==> src/rtl/fp16_pkg.sv <==
// fp16_pkg: shared field widths, FP16 constants and FSM state encoding for the
// sequential FP16 accumulator.
package fp16_pkg;

    localparam int FP16_W    = 16;
    localparam int EXP_W     = 5;
    localparam int FRAC_W    = 10;
    localparam int FP16_BIAS = 15;

    // Internal exponent carries one extra bit so an increment past 31 is visible.
    localparam int EXPI_W = EXP_W + 1;
    // Mantissa: carry bit, hidden bit, fraction.
    localparam int MAN_W  = FRAC_W + 2;

    localparam logic [FP16_W-1:0] FP16_INF     = 16'h7C00;
    localparam logic [FP16_W-1:0] FP16_MAX_FIN = 16'h7BFF;

    localparam logic [EXPI_W-1:0] EXP_INF  = EXPI_W'(2 * FP16_BIAS + 1);
    localparam logic [EXPI_W-1:0] EXP_MAXN = EXP_INF - 1'b1;

    typedef enum logic [2:0] {
        ST_IDLE  = 3'd0,
        ST_ALIGN = 3'd1,
        ST_ADD   = 3'd2,
        ST_NORM  = 3'd3,
        ST_OUT   = 3'd4
    } state_t;

endpackage

==> src/rtl/fp16_unpack.sv <==
// fp16_unpack: splits an FP16 word into sign, widened exponent and a mantissa
// with explicit hidden bit; only the all-zero word gets a clear hidden bit.
module fp16_unpack
    import fp16_pkg::*;
(
    input  logic [FP16_W-1:0] data,
    output logic              sign,
    output logic [EXPI_W-1:0] expo,
    output logic [MAN_W-1:0]  man
);

    always_comb begin
        sign = data[FP16_W-1];
        expo = {1'b0, data[FP16_W-2 -: EXP_W]};
        man  = {1'b0, (data != '0), data[FRAC_W-1:0]};
    end

endmodule

==> src/rtl/fp16_acc_seq.sv <==
// fp16_acc_seq: multi-cycle FP16 accumulator (align / add / normalize, truncating).
// Define FP16_ACC_SAT_EN to saturate to the largest finite value on overflow
// instead of producing a signed infinity.
module fp16_acc_seq
    import fp16_pkg::*;
#(
    parameter int MAX_TERMS = 255
) (
    input  logic              clk,
    input  logic              rst_n,
    input  logic              in_valid,
    output logic              in_ready,
    input  logic [FP16_W-1:0] in_data,
    input  logic              in_last,
    output logic              out_valid,
    input  logic              out_ready,
    output logic [FP16_W-1:0] out_data,
    output logic              busy,
    output logic [7:0]        term_cnt
);

    localparam logic [7:0] MAX_CNT = MAX_TERMS[7:0];

    state_t            state;
    logic              run;
    logic              last_flag;

    logic              acc_sign;
    logic [EXPI_W-1:0] acc_exp;
    logic [MAN_W-1:0]  acc_man;
    logic              t_sign;
    logic [EXPI_W-1:0] t_exp;
    logic [MAN_W-1:0]  t_man;

    logic              u_sign;
    logic [EXPI_W-1:0] u_exp;
    logic [MAN_W-1:0]  u_man;

    logic              acc_big;
    logic [EXPI_W-1:0] exp_diff;
    logic              sum_sign;
    logic [MAN_W-1:0]  sum_man;

    logic              n_sign;
    logic [EXPI_W-1:0] n_exp;
    logic [MAN_W-1:0]  n_man;
    logic              n_done;
    logic [FP16_W-1:0] ovf;
    logic [FP16_W-1:0] n_word;

    function automatic logic [FP16_W-1:0] ovf_word(input logic sign);
`ifdef FP16_ACC_SAT_EN
        return {sign, FP16_MAX_FIN[FP16_W-2:0]};
`else
        return {sign, FP16_INF[FP16_W-2:0]};
`endif
    endfunction

    fp16_unpack u_unpack (
        .data (in_data),
        .sign (u_sign),
        .expo (u_exp),
        .man  (u_man)
    );

    assign in_ready  = run && (state == ST_IDLE);
    assign out_valid = (state == ST_OUT);
    assign busy      = (state != ST_IDLE);

    always_comb begin
        acc_big  = (acc_exp > t_exp);
        exp_diff = acc_big ? (acc_exp - t_exp) : (t_exp - acc_exp);
    end

    // Mixed signs: larger magnitude minus smaller; a tie leaves +0.
    always_comb begin
        sum_sign = 1'b0;
        sum_man  = '0;
        if (acc_sign == t_sign) begin
            sum_sign = acc_sign;
            sum_man  = acc_man + t_man;
        end else if (acc_man > t_man) begin
            sum_sign = acc_sign;
            sum_man  = acc_man - t_man;
        end else if (t_man > acc_man) begin
            sum_sign = t_sign;
            sum_man  = t_man - acc_man;
        end
    end

    // One normalization step per cycle; n_done marks the final step.
    always_comb begin
        ovf    = ovf_word(acc_sign);
        n_sign = acc_sign;
        n_exp  = acc_exp;
        n_man  = acc_man;
        n_done = 1'b1;
        if (acc_man == '0) begin
            n_sign = 1'b0;
            n_exp  = '0;
        end else if (acc_man[MAN_W-1]) begin
            if (acc_exp >= EXP_MAXN) begin
                n_sign = ovf[FP16_W-1];
                n_exp  = {1'b0, ovf[FP16_W-2 -: EXP_W]};
                n_man  = {2'b01, ovf[FRAC_W-1:0]};
            end else begin
                n_man = acc_man >> 1;
                n_exp = acc_exp + 1'b1;
            end
        end else if (acc_man[MAN_W-2]) begin
            if (acc_exp == '0) begin
                n_sign = 1'b0;
                n_man  = '0;
            end else if (acc_exp >= EXP_INF) begin
                n_sign = ovf[FP16_W-1];
                n_exp  = {1'b0, ovf[FP16_W-2 -: EXP_W]};
                n_man  = {2'b01, ovf[FRAC_W-1:0]};
            end
        end else if (acc_exp <= EXPI_W'(1)) begin
            n_sign = 1'b0;
            n_exp  = '0;
            n_man  = '0;
        end else begin
            n_man  = acc_man << 1;
            n_exp  = acc_exp - 1'b1;
            n_done = 1'b0;
        end
        n_word = {n_sign, n_exp[EXP_W-1:0], n_man[FRAC_W-1:0]};
    end

    always_ff @(posedge clk or negedge rst_n) begin
        if (!rst_n) begin
            state     <= ST_IDLE;
            run       <= 1'b0;
            last_flag <= 1'b0;
            term_cnt  <= '0;
            acc_sign  <= 1'b0;
            acc_exp   <= '0;
            acc_man   <= '0;
            t_sign    <= 1'b0;
            t_exp     <= '0;
            t_man     <= '0;
            out_data  <= '0;
        end else begin
            run <= 1'b1;
            case (state)
                ST_IDLE: begin
                    if (in_valid && in_ready) begin
                        term_cnt  <= term_cnt + 8'd1;
                        last_flag <= in_last;
                        // An empty accumulator takes the term as-is.
                        if (acc_man == '0) begin
                            acc_sign <= u_sign;
                            acc_exp  <= u_exp;
                            acc_man  <= u_man;
                            state    <= ST_NORM;
                        end else begin
                            t_sign <= u_sign;
                            t_exp  <= u_exp;
                            t_man  <= u_man;
                            state  <= ST_ALIGN;
                        end
                    end
                end
                ST_ALIGN: begin
                    if (exp_diff == '0) begin
                        state <= ST_ADD;
                    end else if (exp_diff >= EXPI_W'(12)) begin
                        if (acc_big) begin
                            t_man <= '0;
                            t_exp <= acc_exp;
                        end else begin
                            acc_man <= '0;
                            acc_exp <= t_exp;
                        end
                        state <= ST_ADD;
                    end else begin
                        if (acc_big) begin
                            t_man <= t_man >> 1;
                            t_exp <= t_exp + 1'b1;
                        end else begin
                            acc_man <= acc_man >> 1;
                            acc_exp <= acc_exp + 1'b1;
                        end
                        if (exp_diff == EXPI_W'(1)) state <= ST_ADD;
                    end
                end
                ST_ADD: begin
                    acc_sign <= sum_sign;
                    acc_man  <= sum_man;
                    state    <= ST_NORM;
                end
                ST_NORM: begin
                    acc_sign <= n_sign;
                    acc_exp  <= n_exp;
                    acc_man  <= n_man;
                    if (n_done) begin
                        if (last_flag || term_cnt == MAX_CNT) begin
                            out_data <= n_word;
                            state    <= ST_OUT;
                        end else begin
                            state <= ST_IDLE;
                        end
                    end
                end
                ST_OUT: begin
                    if (out_ready) begin
                        acc_sign  <= 1'b0;
                        acc_exp   <= '0;
                        acc_man   <= '0;
                        term_cnt  <= '0;
                        last_flag <= 1'b0;
                        state     <= ST_IDLE;
                    end
                end
                default: state <= ST_IDLE;
            endcase
        end
    end

endmodule
==> config.mk <==
export PLATFORM = sky130hd
export DESIGN_NAME = fp16_acc_seq
export DESIGN_NICKNAME = d
export VERILOG_FILES = /design/src/rtl/fp16_pkg.sv /design/src/rtl/fp16_unpack.sv /design/src/rtl/fp16_acc_seq.sv
export SDC_FILE = /design/constraint.sdc
export NUM_CORES = 1
export LEC_CHECK = 0
export ABC_AREA = 1
export BUFFER_PORTS_ARGS = -buffer_cell sky130_fd_sc_hd__buf_2
export CORE_MARGIN = 3
export CORE_UTILIZATION = 28
export DETAILED_ROUTE_END_ITERATION = 7
export GPL_ROUTABILITY_DRIVEN = 0
export PLACE_DENSITY_LB_ADDON = 0.15
export SKIP_CTS_REPAIR_TIMING = 1
export SLEW_MARGIN = 25
export SYNTH_ARGS = -nofsm -noshare
export SYNTH_HDL_FRONTEND = slang
export SYNTH_SLANG_ARGS = --single-unit
export TNS_END_PERCENT = 100
==> constraint.sdc <==
create_clock -name clk -period 3.8 [get_ports clk]
set_input_delay 0.19 -clock clk [delete_from_list [all_inputs] [get_ports clk]]
set_output_delay 0.19 -clock clk [all_outputs]
set_load 0.05 [all_outputs]
==> metrics.txt, run 1 <==
Die X 167 um; gate count of the mapped netlist 1181; Synth top area share 0.227; cell taking the most area after synthesis sky130_fd_sc_hd__dfrtp_1; startpoint types flop; Final Hold Slack -0.0375 ns; die footprint 27900 um2; outcome complete, but fails checks; share of flip-flops with an asynchronous set or reset after synthesis 1.00; DRT Pass-1 Iters 7; area of the placeable core 25300 um2; Port Buffers 47; register bit total from synthesis 66; final count of hold timing violations 18; relative slew slack 0.368; vias in the first global route between 7000 and 8000; number of nets in the synthesized netlist approximately 1300; met1 GRT Util 0.284; synthesis-to-finish area growth 12.6%; Syn Std Cell Area between 7000 and 8000 um2; violated checks hold timing; sequential area share after synthesis 0.227; initial antenna violation count 0; violation count after the first detailed-route iteration 637; global-route congestion overflow total 0; most frequently used flop master after synthesis sky130_fd_sc_hd__dfrtp_1; most common cell after layout, fill and taps aside sky130_fd_sc_hd__nand2_1; setup repair after global routing missed its margin no; clock tree from TritonCTS yes; Starting Density 0.287; count of nets after finishing approximately 1300; max_cap viols 0; setup tns final 0 ns; met3 Track Usage GR 0.0275; number of primary I/O pins 48; clock transition at the registers of the reported paths 0.06 ns; routed length per placed instance 17.4 um; endpoints failing setup 0; met2 usage 0.298; dominant combinational cell family by area after synthesis simple AND/OR/NAND/NOR gates; crit-path max FO 21; post-detail-place hpwl between 20000 and 25000 um; remaining number of nets flagged by the antenna check after routing 0; maximum level of the CTS H-tree 3; minimum clock period 3.43 ns; count of clock tree sinks 66; per-cell via count in the routed design ~5.0; class of the tightest hold or removal check in -> async; top post-synthesis cells by area sky130_fd_sc_hd__dfrtp_1, sky130_fd_sc_hd__nand2_1, sky130_fd_sc_hd__ha_1; total of warnings raised by yosys 0; die boundary height 167 um; fraction of the cycle the final worst path needs 0.904; maximum buffer depth of the clock tree 2; required time worst endpoint 4.03 ns; Unique masters post-synth 51; endpoint type of the worst setup path flop; maximum number of pins on one net before global-route repair 67; number of enable flip-flop cells after synthesis 0; maximum operating frequency 0.291 GHz; Num CTS Buffers 9; Inserted Diodes 0; arithmetic-cell share of the synthesized area counting full adders, half adders and majority gates 0.0999; Via Count about 7800; total routing usage reported by global routing 0.194; clock root cell sky130_fd_sc_hd__clkbuf_16; count of standard-cell rows 58; synthesized-area fraction occupied by and/or/nand/nor cells 0.395; r2r worst-path depth 15; count of final max-slew check failures 0; Worst Max-Slew Pin Slew 0.948 ns; fraction of final layout cells sized beyond drive strength 1 0.0964; drt total wl 27000 um; complex-gate fraction of the synthesized area 0.135; Setup Crit Path Kind reg -> reg; share of cell area taken by muxes after synthesis 0; most frequent cells in the layout sky130_fd_sc_hd__nand2_1, sky130_fd_sc_hd__inv_1, sky130_fd_sc_hd__nor2_1; DRC violation count after routing 0; worst skew pair latency 0.35 ns; area share of xor/xnor cells in the synthesized design 0.0301; global routing's busiest layer met2; Avg Synthesized Cell Area approximately 6 um2; worst clock skew on the final layout 0.00628 ns; first-pass GRT wire length 42900 um; endpoint arrival time on the critical path 3.66 ns
-- worst max-delay path: stages (launching register included) --
cell                      delay (ns)
sky130_fd_sc_hd__dfrtp_1        0.52
sky130_fd_sc_hd__inv_1          0.20
sky130_fd_sc_hd__ha_1           0.27
sky130_fd_sc_hd__fa_1           0.43
sky130_fd_sc_hd__inv_1          0.07
sky130_fd_sc_hd__nand2_1        0.06
sky130_fd_sc_hd__nand3_2        0.09
sky130_fd_sc_hd__nand2_2        0.27
sky130_fd_sc_hd__nand3_1        0.23
sky130_fd_sc_hd__nand2_1        0.14
sky130_fd_sc_hd__nor2_8         0.23
sky130_fd_sc_hd__nand3_4        0.19
sky130_fd_sc_hd__nand3_2        0.27
sky130_fd_sc_hd__inv_2          0.16
sky130_fd_sc_hd__nand2_1        0.10
sky130_fd_sc_hd__o21ai_1        0.06
-- flip-flops by register name, indices dropped and copies added, names as in the netlist --
| register | count |
|---|---|
| out_data | 16 |
| acc_man | 12 |
| t_man | 11 |
| term_cnt | 8 |
| acc_exp | 6 |
| t_exp | 6 |
| state | 3 |
| acc_sign | 1 |
| last_flag | 1 |
| run | 1 |
| t_sign | 1 |
-- routing by layer --
layer  vias up  part of all wire
li1       3887                 -
met1      3598              0.49
met2       257              0.43
met3        32             0.052
met4         0             0.020
met5         -                 0
-- path summary, 6_finish.rpt --
kind	start	end	slack [ns]
worst max-delay path	acc_exp[0]$_DFFE_PN0P_	acc_man[0]$_DFFE_PN0P_	0.37
worst min-delay path	rst_n	acc_man[10]$_DFFE_PN0P_	-0.04
worst max register to register	acc_exp[0]$_DFFE_PN0P_	acc_man[0]$_DFFE_PN0P_	0.37
worst min register to register	out_data[11]$_DFFE_PN0P_	out_data[11]$_DFFE_PN0P_	0.48
max in group asynchronous	rst_n	acc_exp[2]$_DFFE_PN0P_	3.19
min in group clk	in_last	last_flag$_DFFE_PN0P_	0.07
-- per-stage QoR --
stage          instance area [um2]  cells  hold slack (ns)  worst slack, ns  utilization
6_report                      8180   1554          -0.0375            0.365        0.323
5_1_grt                       8180   1554           0.0388           0.0871        0.323
4_1_cts                       8170   1554           0.0328            0.417        0.323
3_5_place_dp                  7850   1538            0.405            0.434        0.310
3_3_place_gp                  7850   1538            0.404            0.554        0.310
2_1_floorplan                 7260   1181           -0.106             1.02            -
-- cell usage after synthesis (2+ instances only) --
cell type,n
sky130_fd_sc_hd__nand2_4,3
sky130_fd_sc_hd__clkbuf_1,16
sky130_fd_sc_hd__inv_2,6
sky130_fd_sc_hd__nor4_1,7
sky130_fd_sc_hd__o31ai_1,2
sky130_fd_sc_hd__buf_1,3
sky130_fd_sc_hd__nand3b_1,3
sky130_fd_sc_hd__fa_1,5
sky130_fd_sc_hd__nand2_1,380
sky130_fd_sc_hd__nand3_1,90
sky130_fd_sc_hd__a21o_1,3
sky130_fd_sc_hd__xnor2_1,6
sky130_fd_sc_hd__buf_2,14
sky130_fd_sc_hd__a21oi_1,56
sky130_fd_sc_hd__o21ai_2,2
sky130_fd_sc_hd__dfrtp_1,66
sky130_fd_sc_hd__buf_6,6
sky130_fd_sc_hd__nor2_2,5
sky130_fd_sc_hd__nor2_1,100
sky130_fd_sc_hd__o211ai_1,4
sky130_fd_sc_hd__nor3b_1,4
sky130_fd_sc_hd__ha_1,50
sky130_fd_sc_hd__nand4_1,33
sky130_fd_sc_hd__or2_2,2
sky130_fd_sc_hd__nand2_2,7
sky130_fd_sc_hd__o22ai_1,9
sky130_fd_sc_hd__o21ai_1,9
sky130_fd_sc_hd__nand3_2,3
sky130_fd_sc_hd__a31oi_1,6
sky130_fd_sc_hd__inv_1,150
sky130_fd_sc_hd__a221oi_1,2
sky130_fd_sc_hd__o21bai_1,6
sky130_fd_sc_hd__xor2_1,19
sky130_fd_sc_hd__o21ai_0,69
sky130_fd_sc_hd__nor3_1,17
sky130_fd_sc_hd__a22o_1,2
sky130_fd_sc_hd__clkinv_1,2
-- cells by family after synthesis --
kind of cell,count (synthesis)
AND/OR/NAND/NOR,659
buffers and inverters,199
AO/OA/AOI/OAI,176
adder cells (fa/ha/maj),55
XOR/XNOR,25
other,1
flip-flops,66
-- layout make-up --
type	instances	area, um2
multi-input cells	916	4810
clock inverters	6	90.1
fillers	2852	17200
well taps	330	413
flip-flops and latches	66	1650
repair buffers	67	388
inverters	159	599
clock buffers	10	229
Power of run 1 is left out: the tool's default activity adds up to more than one toggle a clock period on the data nets, which glitch-free logic cannot reach.
==> run 2, diff against run 1 <==
Settings changed: BUFFER_PORTS_ARGS -buffer_cell sky130_fd_sc_hd__buf_2 to unset, DONT_BUFFER_PORTS set to 1, PLACE_DENSITY set to 0.43, PLACE_DENSITY_LB_ADDON 0.15 to unset.
==> run 2 against run 1 <==
  * The flow still finishes with violations (hold timing)
  * Register-to-register slack improved by 0.09 ns
  * Design area decreased by 1.4%
  * Die area unchanged
  * Cell count decreased by 2.2%
  * Fmax increased by 2.8%
  * Wire length increased by 3.0%
  * Via count decreased by 2.4%
  * Utilization decreased by 0.46 points
  * Critical path depth unchanged
  * Global-route usage increased by 0.12 points
  * Sequential share of layout area increased by 0.29 points
  * Clock skew increased by 0.0027 ns
  * Critical path type unchanged
  * Largest cell class unchanged
==> metrics.txt, run 2 (same netlist as run 1, synthesis figures left out) <==
class of the tightest hold or removal check in -> reg; Port Buffers 0 (-100%); area of the placeable core 25300 um2 (unchanged); vias in the first global route 7197 (-5.0%); relative slew slack 0.592 (+0.224); clock transition at the registers of the reported paths 0.06 ns (about the same); per-cell via count in the routed design 4.99 (-0.21%); Die X 167 um (unchanged); registers with the highest flip-flop counts out_data (16), acc_man (12), t_man (11); endpoint arrival time on the critical path 3.56 ns (-0.10 ns); violation count after the first detailed-route iteration 709 (+11%); count of final max-slew check failures 0 (unchanged); startpoint types flop; drt total wl 27800 um (+3.0%); Via Count 7588 (-2.4%); most frequent cells in the layout sky130_fd_sc_hd__nand2_1, sky130_fd_sc_hd__inv_1, sky130_fd_sc_hd__nor2_1; number of primary I/O pins 48 (unchanged); synthesis-to-finish area growth 11.0%; global-route congestion overflow total 0 (unchanged); Worst Max-Slew Pin Slew 0.606 ns (-0.342 ns); total routing usage reported by global routing 0.195 (+0.00119); final count of hold timing violations 1 (-17); crit-path max FO 21 (unchanged); first-pass GRT wire length 42900 um (about the same); minimum clock period 3.34 ns (-0.0920 ns); DRT Pass-1 Iters 5 (-2); sequential standard cell area 1650 um2 (unchanged); endpoint type of the worst setup path flop; worst skew pair latency 0.33 ns (-0.02 ns); metal3 WL 1500 um (+7.2%); met1 WL 13400 um (+0.40%); required time worst endpoint 4.02 ns (about the same); Setup Crit Path Kind reg -> reg; die footprint 27900 um2 (unchanged); routed length per placed instance 18.3 um (+5.3%); setup tns final 0 ns (unchanged); post-detail-place hpwl 22500 um (+4.4%); Starting Density 0.287 (unchanged); most common cell after layout, fill and taps aside sky130_fd_sc_hd__nand2_1; count of nets after finishing 1262 (-2.5%); fraction of final layout cells sized beyond drive strength 1 0.0697 (-0.0267); DRC violation count after routing 0 (unchanged); maximum level of the CTS H-tree 3 (unchanged); Final Hold Slack -0.000278 ns (+0.0372 ns); Inserted Diodes 0 (unchanged); count of standard-cell rows 58 (unchanged); Biggest register out_data; met2 wire len 12300 um (+4.7%); clock tree from TritonCTS yes; maximum number of pins on one net before global-route repair 67 (unchanged); outcome complete, but fails checks; violated checks hold timing; max FFs per register 16 (unchanged); die boundary height 167 um (unchanged); worst clock skew on the final layout 0.00899 ns (+0.00270 ns); setup repair after global routing missed its margin no; top routing layer in use met4; initial antenna violation count 0 (unchanged); clock root cell sky130_fd_sc_hd__clkbuf_16; endpoints failing setup 0 (unchanged); maximum buffer depth of the clock tree 2 (unchanged); Num CTS Buffers 9 (unchanged); fillers 2818 (-1.2%); remaining number of nets flagged by the antenna check after routing 0 (unchanged); area of the multi-input gates 4800 um2 (-0.10%); maximum operating frequency 0.299 GHz (+2.8%); count of clock tree sinks 66 (unchanged); fraction of the cycle the final worst path needs 0.880 (-0.0242); max_cap viols 0 (unchanged)
==> run 2: changes by cell type in the layout (fill, tap and decap cells not counted), sizes merged <==
cell	before	now
clkinvlp	1	2
dlygate4sd3	0	1
inv	158	157
buf	67	33
clkbuf	10	9
==> run 2: final timing paths <==
check,from,to,slack (ns),depth (start not counted)
worst min-delay path,in_last,last_flag$_DFFE_PN0P_,-0.0003,1
worst max-delay path,acc_exp[2]$_DFFE_PN0P_,acc_man[4]$_DFFE_PN0P_,0.46,15
min in group asynchronous,rst_n,acc_man[4]$_DFFE_PN0P_,0.45,2
worst max register to register,acc_exp[2]$_DFFE_PN0P_,acc_man[4]$_DFFE_PN0P_,0.46,15
worst min register to register,last_flag$_DFFE_PN0P_,last_flag$_DFFE_PN0P_,0.52,1
max in group asynchronous,rst_n,t_exp[1]$_DFFE_PN0P_,3.01,2
==> run 2: per-stage QoR <==
step,utilization,area (um2),instances,setup WS (ns)
after floorplan,-,7260,1181,1.02
after global placement,0.304,7700,1503,0.627
after detailed placement,0.304,7700,1503,0.500
after CTS,0.317,8020,1518,0.485
after global routing,0.318,8060,1520,0.163
final,0.318,8060,1520,0.457
==> run 2: critical path, stage by stage, from the launching register on <==
cell and delay, ns:
sky130_fd_sc_hd__dfrtp_1 0.51, sky130_fd_sc_hd__inv_1 0.16, sky130_fd_sc_hd__ha_1 0.46, sky130_fd_sc_hd__nand2_1 0.10, sky130_fd_sc_hd__inv_1 0.13, sky130_fd_sc_hd__nand4_2 0.16, sky130_fd_sc_hd__nand2_2 0.39, sky130_fd_sc_hd__inv_2 0.08
sky130_fd_sc_hd__nand2_1 0.10, sky130_fd_sc_hd__nand2_1 0.12, sky130_fd_sc_hd__nor2_8 0.23, sky130_fd_sc_hd__nand3_4 0.20, sky130_fd_sc_hd__nand3_2 0.25, sky130_fd_sc_hd__inv_2 0.16, sky130_fd_sc_hd__nand2_1 0.09, sky130_fd_sc_hd__o21ai_1 0.06
==> run 2: layout make-up <==
type | instances | share of cell area
sequential | 66 | 0.205
clock buffer | 9 | 0.0279
multi-input combinational | 916 | 0.596
tap | 330 | 0.0512
timing repair buffer | 34 | 0.0345
clock inverter | 6 | 0.0115
inverter | 159 | 0.0744
==> run 2: layer usage <==
metal,up-vias,GRT usage
met5,-,0
met4,0,0.0488
met3,34,0.0271
met2,218,0.305
met1,3523,0.283
li1,3813,-
Power of run 2 is left out for the same reason.
